## src/rtl/rom_rr_arbiter.sv

```systemverilog
// Round-robin sharing of one registered-read ROM between two requesters; 1 access per 3 cycles.
// Request sampled in N -> gnt at N+1 -> rvalid/rdata at N+3; requests during an access are ignored.
module rom_rr_arbiter #(
    parameter int AW = 4,
    parameter int DW = 4
) (
    input  logic          clk,
    input  logic          rst_n,
    input  logic          req0,
    input  logic [AW-1:0] addr0,
    input  logic          req1,
    input  logic [AW-1:0] addr1,
    output logic          gnt0,
    output logic          gnt1,
    output logic [DW-1:0] rdata,
    output logic          rvalid0,
    output logic          rvalid1,
    output logic          busy,
    output logic          rom_en,
    output logic [AW-1:0] rom_addr,
    input  logic [DW-1:0] rom_data
);

    typedef enum logic [1:0] {
        IDLE    = 2'd0,
        ISSUE   = 2'd1,
        CAPTURE = 2'd2
    } state_t;

    state_t        state;
    state_t        state_nxt;
    logic          owner;
    logic          owner_nxt;
    logic          last;
    logic          last_nxt;
    logic          win1;
    logic          gnt0_nxt;
    logic          gnt1_nxt;
    logic          rvalid0_nxt;
    logic          rvalid1_nxt;
    logic          busy_nxt;
    logic          rom_en_nxt;
    logic [AW-1:0] rom_addr_nxt;
    logic [DW-1:0] rdata_nxt;

    // On a tie the requester that did not win last time goes first.
    assign win1 = req1 & (~req0 | ~last);

    always_ff @(posedge clk or negedge rst_n) begin
        if (!rst_n) begin
            state    <= IDLE;
            owner    <= 1'b0;
            last     <= 1'b1;
            gnt0     <= 1'b0;
            gnt1     <= 1'b0;
            rvalid0  <= 1'b0;
            rvalid1  <= 1'b0;
            busy     <= 1'b0;
            rom_en   <= 1'b0;
            rom_addr <= '0;
            rdata    <= '0;
        end else begin
            state    <= state_nxt;
            owner    <= owner_nxt;
            last     <= last_nxt;
            gnt0     <= gnt0_nxt;
            gnt1     <= gnt1_nxt;
            rvalid0  <= rvalid0_nxt;
            rvalid1  <= rvalid1_nxt;
            busy     <= busy_nxt;
            rom_en   <= rom_en_nxt;
            rom_addr <= rom_addr_nxt;
            rdata    <= rdata_nxt;
        end
    end

    always_comb begin
        state_nxt    = state;
        owner_nxt    = owner;
        last_nxt     = last;
        gnt0_nxt     = 1'b0;
        gnt1_nxt     = 1'b0;
        rvalid0_nxt  = 1'b0;
        rvalid1_nxt  = 1'b0;
        busy_nxt     = busy;
        rom_en_nxt   = 1'b0;
        rom_addr_nxt = rom_addr;
        rdata_nxt    = rdata;

        case (state)
            IDLE: begin
                busy_nxt = 1'b0;
                if (req0 | req1) begin
                    state_nxt    = ISSUE;
                    owner_nxt    = win1;
                    last_nxt     = win1;
                    rom_addr_nxt = win1 ? addr1 : addr0;
                    rom_en_nxt   = 1'b1;
                    gnt0_nxt     = ~win1;
                    gnt1_nxt     = win1;
                    busy_nxt     = 1'b1;
                end
            end
            ISSUE: begin
                state_nxt = CAPTURE;
                busy_nxt  = 1'b1;
            end
            CAPTURE: begin
                // ROM output registered at the end of ISSUE is valid now.
                state_nxt   = IDLE;
                rdata_nxt   = rom_data;
                rvalid0_nxt = ~owner;
                rvalid1_nxt = owner;
                busy_nxt    = 1'b0;
            end
            default: begin
                state_nxt = IDLE;
                busy_nxt  = 1'b0;
            end
        endcase
    end

endmodule
```

## config.mk

```make
export PLATFORM = sky130hd
export DESIGN_NAME = rom_rr_arbiter
export DESIGN_NICKNAME = d
export VERILOG_FILES = /design/src/rtl/rom_rr_arbiter.sv
export SDC_FILE = /design/constraint.sdc
export NUM_CORES = 1
export LEC_CHECK = 0
export BUFFER_PORTS_ARGS = -buffer_cell sky130_fd_sc_hd__buf_2
export CAP_MARGIN = 10
export CORE_MARGIN = 3
export CORE_UTILIZATION = 30
export DETAILED_ROUTE_END_ITERATION = 12
export PLACE_DENSITY = 0.54
export RECOVER_POWER = 100
export SLEW_MARGIN = 15
export SYNTH_ARGS = -nofsm -noshare
export SYNTH_HDL_FRONTEND = slang
export SYNTH_SLANG_ARGS = --single-unit
```

## constraint.sdc

```tcl
create_clock -name clk -period 3.88 [get_ports clk]
set_clock_uncertainty 0.15 [all_clocks]
set_input_delay 0.388 -clock clk [delete_from_list [all_inputs] [get_ports clk]]
set_output_delay 0.388 -clock clk [all_outputs]
set_load 0.02 [all_outputs]
```

Word level (Yosys, flattened, before mapping)
Cells that the tools add are included.
{ "classes": {"eq_ne": 3, "reduce_logical": 2, "n_bitwise": 7, "muxes": 12} }
{ "op_table": {"columns": ["op", "n"], "rows": [
  ["$mux W1", 8],
  ["$mux W4", 1],
  ["$not A1 Y1", 4],
  ["$pmux W2 S2", 1],
  ["$eq A2 B1 Y1 const B", 1],
  ["$eq A2 B2 Y1 const B", 1],
  ["$logic_not A2 Y1", 1],
  ["$mux W2", 1],
  ["$ne A2 B2 Y1 const B", 1],
  ["$or A1 B1 Y1", 2],
  ["$pmux W1 S2", 1],
  ["$reduce_and A2 Y1", 1],
  ["$and A1 B1 Y1", 1]
]} }
{ "totals": {"register_bits": 18, "elab_cells": 35} }

Depth between registers and ports, before layout
{ "logic_depth": {"depth_word": 6, "mapped_depth": 4, "mapped_depth_nobuf": 3} }

Least setup slack after synthesis
OpenSTA, ideal clock, no wires.
{ "synth_path": {"path_kind": "flip-flop to flip-flop", "from": "register last", "to": "register rom_addr[0]", "slack_ns": 2.565, "t_arrival_ns": 1.039, "setup_ns": 0.126, "required_time_ns": 3.604, "synth_period_minus_slack_ns": 1.315, "stages_incl_launch_ff": 4, "cell_sequence": "dfstp_2 > a21boi_1 > and3_2 > a221o_1"} }
{ "synth_via": {"elab_chain_len": 4} }
{ "synth_lines": {"columns": ["element", "line", "text"], "rows": [
  ["from (decl)", "34", "logic last;"],
  ["from (signal assigned)", "65", "last <= last_nxt;"],
  ["$not A1 Y1", "47", "assign win1 = req1 & (~req0 | ~last);"],
  ["$or A1 B1 Y1", "47", null],
  ["$and A1 B1 Y1", "47", null],
  ["$mux W4", "97", "rom_addr_nxt = win1 ? addr1 : addr0;"],
  ["to (signal assigned)", "72", "rom_addr <= rom_addr_nxt;"],
  ["to (decl)", "20", "output logic [AW-1:0] rom_addr,"]
]} }
Every way passes these cells.
A chain may end at the register's enable or synchronous reset.

Worst setup path after layout
{ "layout_path": {"from": "register state[1]", "to": "register rom_addr[1]"} }
{ "layout_via": {"elab_chain_len": 2} }
{ "layout_lines": {"columns": ["element", "line", "text"], "rows": [
  ["from (decl)", "30", "state_t state;"],
  ["from (signal assigned)", "63", "state <= state_nxt;"],
  ["$logic_not A2 Y1", "90", "case (state)"],
  ["$reduce_and A2 Y1 (no line)", null, null]
]} }
Every way passes these cells.

==> implementation parameters <==
Parameter                              Value

Clocking
  Clk buf depth    2
  Clock slew at the register clock pins of the worst setup and hold paths    approximately 100 ps
  Clk Tree Root Cell    clkbuf_4
  Number of buffers inserted by post-CTS setup repair    0
  Clock buffers created by TritonCTS    3
  Clock sink total    18
  H-tree levels    1
  TritonCTS clock tree    built
  Clock insertion delay at the later pin of the skew report    290 ps

Worst setup path
  Kind of critical path    flip-flop to flip-flop
  Maximum fanout along the worst path    8
  Worst path buffer plus inverter count    0
  Worst EP arrival    1840 ps
  List of cells traversed by the critical path    nor2_1, o21ai_0, a221o_1
  Worst path required time    just under 4000 ps
  Cell at the slowest stage of the critical path    a221o_1
  Startpoint types    flip-flop
  Slowest cell delay on critical path    between 400 and 500 ps
  CP Capture Type    flip-flop
  Crit path max-delay family    compound AO/OA/AOI/OAI gates

STA
  Final count of pins violating max slew    0
  Achievable frequency    554 MHz
  Final sum of negative setup slack    0 ps
  Final count of hold timing violations    0
  Final cycle utilization of the critical path    46.6%
  Slew at the pin closest to its max-slew limit    907 ps
  RSZ-0062 raised after global routing    false
  Final setup violating endpoints    0
  Minimum clock period    approximately 1800 ps
  Relative slew slack    39.6%

Yosys
  Share of cell area taken by muxes after synthesis    under 10%
  Syn Nets    65
  Leading cell types by count after synthesis    dfrtp_1 (17), a221o_1 (4), and3_2 (4), mux2_2 (4)
  Most frequently used cell type in the post-synthesis netlist    dfrtp_1
  Complex-gate fraction of the synthesized area    10.5%
  Number of instances in the synthesized netlist    49
  Average cell area after synthesis    approximately 14 um2
  Adder and majority gate portion of the synthesized area    0%
  Area contributors post-synth    dfrtp_1 (63%), mux2_2 (6.7%), a221o_1 (5.9%)
  Cell type with the highest aggregate area in the netlist    dfrtp_1
  Distinct cell type count of the synthesized netlist    18
  Post-synthesis xor/xnor area fraction    0%
  Dominant register cell in the synthesized netlist    dfrtp_1
  Post-synthesis instance area    ~680 um2
  Post-synthesis sequential area ratio    about two thirds
  EDFF count, synth    0
  Fraction of the mapped netlist area in simple logic gates    between 10% and 20%
  Main combinational cell family by area after synthesis    simple AND/OR/NAND/NOR gates
  Asr flop ratio synth    100%
  Yosys Warn Count    0
  Portion of synthesized cell area occupied by the leading cell type    a little over three fifths
  Number of synthesized register bits    18

Place
  Inst Count DP    around 100
  HPWL after detailed placement    around 950 um
  Total of buffers placed on input and output ports    29
  Final estimated routing congestion in global placement    between 0.7 and 0.8
  Cell Area, Placed    846 um2

Detailed routing
  Residual antenna-violating net count after detailed routing    0
  Total wire length    1.26 mm
  Detailed-routing iteration count for the pre-antenna-repair pass    3
  Routed vias    around 480
  DR WL/cell    11.6 um
  Number of remaining DRC errors    0
  Vias per cell    approximately 4.4
  1st-iter DRT viols    5

Layout
  Registers with the most flip-flops    rdata: 4 flops, rom_addr: 4 flops, state: 2 flops
  Final #Nets    a little under 100
  Summed area of non-filler cells in the final layout    roughly 870 um2
  Share of cells above drive strength 1    approximately a third
  Layout Area Growth over Synthesis    27.9%
  Post-route insts no fill    around 110
  Layout filler cell count    ~220
  Count of antenna diodes in the layout    0
  Final core occ    between 40% and 50%

Die
  Initial core utilization    roughly a third
  Height of the chip    approximately 54 um
  Standard cell core area    between 2000 and 2500 um2
  Number of ports placed on the die boundary    30
  Die outline area    between 2000 and 3000 um2
  Die Width    53.5 um
  Core Rows    16

Hold path
  Worst Hold Class    primary input to flip-flop

Pwr
  Proportion of power drawn by flip-flops and latches    a little over two fifths
  Clock group share of total power    roughly 16%
  Combinational fraction of design power    between 40% and 50%
  Switching part of the total power    between 30% and 40%
  Static power due to leakage    0.433 nW
  Net Switching    0.273 mW
  Internal portion of total power    between 0.4 and 0.5 mW
  IR Drop Worst-Case VDD    between 0.3 and 0.4 mV
  Power density over cell area    a little over 800 nW/um2

GRT
  Remaining Overflow, GRT    0
  Maximum number of pins on one net before global-route repair    19
  Via count of the first global-routing pass    between 400 and 500
  Global-route wire length before repair    between 1.5 and 2 mm
  Antenna violations before repair    0
  Total global routing track utilization    10.3%

Status
  Outcome    complete, no violations

Flow run
  Count of max-cap constraint violations    0
## power groups by stage
stage / sequential (mW) / combinational (mW) / clock (mW)
3_5_place_dp: 0.319 / 0.317 / 0
5_1_grt: 0.326 / 0.322 / 0.128
6_report: 0.315 / 0.288 / 0.114
3_3_place_gp: 0.318 / 0.312 / 0
4_1_cts: 0.315 / 0.319 / 0.120
2_1_floorplan: 0.400 / 0.137 / 0
## what timing repair did
| action | 4_1_cts | 5_1_grt |
|---|---|---|
| hold buffers | 1 | 0 |
| endpoints found under the hold margin | 17 | 0 |
| resized for setup | 0 | 0 |
## stage by stage
stage | hold WS [ps] | total power [mW] | setup WS, ps
finish | 168 | 0.717 | 2070
global route | 152 | 0.776 | 1890
CTS | 160 | 0.753 | 2410
detailed placement | 186 | 0.636 | 2430
global placement | 185 | 0.631 | 2460
floorplan | -57.6 | 0.537 | 2560
## layout by cell type (no fill, tap or decap), types with 2 or more instances in the layout
| cell | instances |
|---|---|
| a21o_1 | 2 |
| a221o_1 | 4 |
| and3_2 | 4 |
| buf_2 | 14 |
| clkbuf_1 | 15 |
| clkbuf_4 | 3 |
| dfrtp_1 | 17 |
| inv_1 | 3 |
| mux2_2 | 4 |
| nand2b_1 | 2 |
| nor2_1 | 4 |
## metal layers
metal	part of all wire (%)	track usage (%)	vias to the layer above	routed length (um)
li1	-	-	233	-
met1	45	13.1	227	561
met2	47	14.9	11	597
met3	5.2	2.54	4	66
met4	2.5	7.66	0	31
met5	0	0	-	0
## path summary, 6_finish.rpt
path                        startpoint          end  slack (ps)  depth (start not counted)
setup / recovery              state[1]  rom_addr[1]        2070                          3
hold / removal             rom_data[0]     rdata[0]         170                          2
setup reg to reg              state[1]  rom_addr[1]        2070                          3
hold reg to reg                  owner      rvalid0         310                          1
max in group asynchronous        rst_n  rom_addr[3]        2440                          2
min in group asynchronous        rst_n     rdata[2]         590                          2
## layout make-up
class	count	area (um2)	share of cell area [%]
flip-flops and latches	18	452	52.2
clock buffers	4	36.3	4.19
repair buffers	30	136	15.8
multi-input cells	26	196	22.7
well taps	27	33.8	3.90
inverters	3	11.3	1.30
## kinds of logic after synthesis
family,Yosys count
AND/OR/NAND/NOR,14
AO/OA/AOI/OAI,8
flip-flops,18
buffers and inverters,5
multiplexers,4
(Power assumes the default switching activity.)
